$ cat src/rtl/rx_tmp_buf_slab_alloc.sv
// rtl/rx_tmp_buf_slab_alloc.sv - RX temp buffer slab free-list allocator
// Optional double-free detection enabled by defining RX_SLAB_ALLOC_CHECK_EN.
module rx_tmp_buf_slab_alloc #(
  parameter int NUM_SLABS    = 16,
  parameter int SLAB_NUM_W   = 4,
  parameter int SLAB_BYTES_W = 11
) (
  input  logic                               clk,
  input  logic                               rst,
  output logic                               alloc_slab_val,
  input  logic                               alloc_slab_rdy,
  output logic [SLAB_NUM_W-1:0]              alloc_slab_num,
  output logic [SLAB_NUM_W+SLAB_BYTES_W-1:0] alloc_slab_addr,
  input  logic                               free_val,
  output logic                               free_rdy,
  input  logic [SLAB_NUM_W-1:0]              free_slab_num,
  output logic [SLAB_NUM_W:0]                free_cnt,
  output logic                               init_done,
  output logic                               err_double_free
);

  localparam logic [SLAB_NUM_W:0]   FULL_CNT = (SLAB_NUM_W+1)'(NUM_SLABS);
  localparam logic [SLAB_NUM_W-1:0] LAST_IDX = SLAB_NUM_W'(NUM_SLABS - 1);

  typedef enum logic {ST_INIT, ST_READY} state_t;

  state_t                state, state_nxt;
  logic [SLAB_NUM_W-1:0] entries [NUM_SLABS];
  logic [SLAB_NUM_W-1:0] rd_ptr, wr_ptr, init_cnt;
  logic                  init_wr, pop, free_fire, push, wr_en;
  logic [SLAB_NUM_W-1:0] wr_data;

  function automatic logic [SLAB_NUM_W-1:0] ptr_inc(input logic [SLAB_NUM_W-1:0] p);
    return (p == LAST_IDX) ? '0 : p + 1'b1;
  endfunction

  always_ff @(posedge clk or posedge rst) begin
    if (rst) state <= ST_INIT;
    else     state <= state_nxt;
  end

  always_comb begin
    state_nxt      = state;
    init_wr        = 1'b0;
    alloc_slab_val = 1'b0;
    free_rdy       = 1'b0;
    case (state)
      ST_INIT: begin
        init_wr = 1'b1;
        if (init_cnt == LAST_IDX) state_nxt = ST_READY;
      end
      ST_READY: begin
        alloc_slab_val = (free_cnt != '0);
        // Full list refuses frees even when a pop happens the same cycle.
        free_rdy       = (free_cnt != FULL_CNT);
      end
      default: state_nxt = ST_INIT;
    endcase
  end

  assign init_done       = (state == ST_READY);
  assign alloc_slab_num  = entries[rd_ptr];
  assign alloc_slab_addr = {alloc_slab_num, {SLAB_BYTES_W{1'b0}}};
  assign pop             = alloc_slab_val & alloc_slab_rdy;
  assign free_fire       = free_val & free_rdy;

`ifdef RX_SLAB_ALLOC_CHECK_EN
  logic [NUM_SLABS-1:0] in_use;
  logic                 err_q;

  // Pre-update bitmap: freeing the slab being popped this cycle is a double free.
  assign push = free_fire & in_use[free_slab_num];

  always_ff @(posedge clk or posedge rst) begin
    if (rst) begin
      in_use <= '0;
      err_q  <= 1'b0;
    end else begin
      if (push) in_use[free_slab_num] <= 1'b0;
      if (pop)  in_use[alloc_slab_num] <= 1'b1;
      if (free_fire && !in_use[free_slab_num]) err_q <= 1'b1;
    end
  end

  assign err_double_free = err_q;
`else
  assign push            = free_fire;
  assign err_double_free = 1'b0;
`endif

  assign wr_en   = init_wr | push;
  assign wr_data = init_wr ? init_cnt : free_slab_num;

  always_ff @(posedge clk) begin
    if (wr_en) entries[wr_ptr] <= wr_data;
  end

  always_ff @(posedge clk or posedge rst) begin
    if (rst) begin
      rd_ptr   <= '0;
      wr_ptr   <= '0;
      init_cnt <= '0;
      free_cnt <= '0;
    end else begin
      if (init_wr) init_cnt <= ptr_inc(init_cnt);
      if (wr_en)   wr_ptr   <= ptr_inc(wr_ptr);
      if (pop)     rd_ptr   <= ptr_inc(rd_ptr);
      case ({wr_en, pop})
        2'b10:   free_cnt <= free_cnt + 1'b1;
        2'b01:   free_cnt <= free_cnt - 1'b1;
        default: free_cnt <= free_cnt;
      endcase
    end
  end

endmodule
$ cat config.mk
export PLATFORM = sky130hd
export DESIGN_NAME = rx_tmp_buf_slab_alloc
export DESIGN_NICKNAME = d
export VERILOG_FILES = /design/src/rtl/rx_tmp_buf_slab_alloc.sv
export SDC_FILE = /design/constraint.sdc
export NUM_CORES = 1
export LEC_CHECK = 0
export BUFFER_PORTS_ARGS = -buffer_cell sky130_fd_sc_hd__buf_2
export CAP_MARGIN = 0
export CORE_MARGIN = 2
export CORE_UTILIZATION = 25
export CTS_CLUSTER_SIZE = 40
export DETAILED_ROUTE_END_ITERATION = 12
export SLEW_MARGIN = 25
export SYNTH_ARGS = -nofsm -noshare
export SYNTH_HDL_FRONTEND = slang
export SYNTH_SLANG_ARGS = --single-unit
$ cat constraint.sdc
create_clock -name clk -period 7.3 [get_ports clk]
set_input_delay 0.73 -clock clk [delete_from_list [all_inputs] [get_ports clk]]
set_output_delay 0.73 -clock clk [all_outputs]
set_load 0.02 [all_outputs]
==> results.md <==
- # Post-CTS Setup Buffers: 0
- Max-Cap Viols: 0
- XOR/XNOR Fraction of Synth Area: 0.01403
- Worst stage delay on the critical path: around 700 ps
- Largest family of logic cells by synthesized area: multiplexers
- Clock Skews: 5.652 ps
- Worst Path Required: 6570 ps
- Cell taking the most area after synthesis: edfxtp_1
- Clock H-tree levels: 3
- DR WL/cell: 15.52 microns
- Outcome: complete, no violations
- Remaining global-route overflow: 0
- Boundary pin count: 36
- Vias in the first global route: roughly 2.0k
- Final hold viol count: 0
- TritonCTS Sinks: 82
- Initial DRC count: 74
- Antenna viol nets, final: 0
- Fin Hold WS: 509.8 ps
- ANT cells: 0
- First drt pass iteration count: 4
- Initial antenna violation count: 0
- Max_slew headroom: 0.4022
- Buffer depth of the longest clock path: 2
- Full die area: 15980 sq um
- Leading cell type in the layout, fill and taps excluded: edfxtp_1
- RePlAce Congestion: 0.7234
- Most frequent cells in the layout: 64 x edfxtp_1, 23 x buf_2, 18 x dfrtp_1
- Worst EP arrival: 2510 ps
- Site Rows: 44
- WP buf/inv: 2
- Cts bufs inserted: 9
- Area of the core: 14590 sq um
- Crit path cell chain: buf_4 -> mux4_2 -> a22oi_1 -> nand2_1 -> buf_2
- Seq cells post-synth: 82
- Synthesized instance count: 239
- Compound-Gate Fraction of Synth Area: 0.07415
- Vias per inst: 4.358
- Starting density of the core: 0.2568
- Die width: 126.4 microns
- Post-CTS Resized: 0
- Via Count: 1961
- Gr usage total: 0.09414
- Total power: 1.681 mW
- Count of cell types in the netlist: 44
- Post-Synth Adder-Cell Area: 0.03874
- Largest cells by area after synthesis: edfxtp_1 51%, dfrtp_1 12%, mux4_2 9.6%
- Clk root buf: clkbuf_16
- Worst Hold Class: reg2reg
- Min Tclk post-route: 3240 ps
- Synth Area per Inst: roughly 16 sq um
- Synth Area in Simple Gates: 0.06880
- Setup Viol. Count Final: 0
- Setup TNS: 0 ps
- # DRC: 0
- Crit path launch type: flip-flop
- Busiest grt layer: met2
- CTS tree: done
- Met2 GRT Util: 0.1478
- First-pass GRT wire length: roughly 11000 microns
- Worst-Skew Late Latency: 330 ps
- # port buffers: 23
- Met3 Resource Use GR: 0.02404
- CP max FO: 11
- RSZ-0062 raised after global routing: no
- Sequential-to-total area share from yosys stat: 0.6333
- LEAKAGE: 1.608 nW
- Worst slew pin tran: 896.7 ps
- Final slew viol count: 0
- Met1 global-route usage: 0.1260
- Critical path class: reg2out
- Total Nets Final: 280
- Kind of cell adding the most delay to the critical path: flip-flops
- Fmax: 308.6 MHz
- Layout cell share with drive strength beyond 1: 0.2669
- Peak supply drop: roughly 140 uV
- Largest net degree at the start of global routing: 21
- Layout Utilization: 0.2931
- Critical path capture point type: output pin
- Layout area overhead: 14.13%
- Ys Warns: 0
- Max stage delay cell, worst path: dfrtp_1
- Crit share post-route: 0.4438
- Post-synthesis mux area share: 0.1192
- Final WL: 6983 microns
- Die Ht: 126.4 microns
- Cts-stage hold buffer count: 0
- Share of the synthesized area in the top cell type: 0.5130
- PwrDens: 393.2 nW/um^2
- HPWL after DPL: 4862 microns
- Clk slew on worst S/H paths: 60 ps
- Synth Cell Area: approximately 3700 sq um
power by group:
group	switching (mW)	leakage, nW	internal, mW
sequential	0.0903	0.796	0.575
combinational	0.320	0.667	0.254
clock	0.177	0.145	0.264
total	0.587	1.61	1.09
routing by layer:
layer / wire length [microns] / up-vias / share of wire
li1: - / 936 / -
met1: 3298 / 971 / 0.47
met2: 3279 / 45 / 0.47
met3: 304 / 9 / 0.044
met4: 101 / 0 / 0.014
met5: 0 / - / 0
per-stage QoR:
step / setup WS, ps / cell area, sq um / instances
final: 4060 / 4275 / 450
after global routing: 3851 / 4275 / 450
after CTS: 4021 / 4275 / 450
after detailed placement: 4081 / 3980 / 434
after global placement: 4152 / 3980 / 434
after floorplan: 4203 / 3787 / 250
final timing paths:
path | start | end | slack [ps] | cells past startpoint
setup / recovery | rd_ptr[0] | alloc_slab_addr[12] | 4060 | 5
hold / removal | init_cnt[2] | init_cnt[2] | 510 | 1
setup reg to reg | free_cnt[0] | free_cnt[4] | 4070 | 9
hold reg to reg | init_cnt[2] | init_cnt[2] | 510 | 1
max in group asynchronous | rst | wr_ptr[2] | 6320 | 2
min in group asynchronous | rst | free_cnt[1] | 520 | 2
layout make-up:
type	instances	area [sq um]
Clock inverter	7	70.07
Sequential cell	82	2372
Multi-Input combinational cell	136	1225
Timing Repair Buffer	24	122.6
Fill cell	1423	10310
Inverter	8	30.03
Tap cell	184	230.2
Clock buffer	9	225.2
kinds of logic (layout without fill, tap and decap cells):
group           Yosys count  in the layout
compound gates           37             37
xor+xnor                  6              6
fa+ha+maj                11             11
buf+inv                  32             48
flops                    82             82
mux                      23             23
other cells               1             12
simple gates             47             47
registers in the layout, indices dropped and copies added (netlist names):
| register | flops |
|---|---|
| entries | 64 |
| free_cnt | 5 |
| init_cnt | 4 |
| init_done | 1 |
| rd_ptr | 4 |
| wr_ptr | 4 |
synthesized netlist by cell type (all sizes together):
master / number
o21a: 3
mux4: 16
a21oi: 5
nand3: 1
edfxtp: 64
a22oi: 8
o211ai: 1
conb: 1
a211oi: 1
nor2b: 3
ha: 10
dfrtp: 18
o31ai: 1
a41o: 1
or4: 2
o21ai: 5
a41oi: 1
a2111oi: 1
and2: 6
a21boi: 1
xor2: 1
nand2b: 2
clkbuf: 4
nand2: 15
mux2: 7
inv: 8
and3: 12
o311ai: 1
a21o: 4
nor2: 5
xnor2: 5
fa: 1
a31oi: 1
a31o: 3
buf: 20
nor3b: 1
Power figures use the tool's default switching activity.
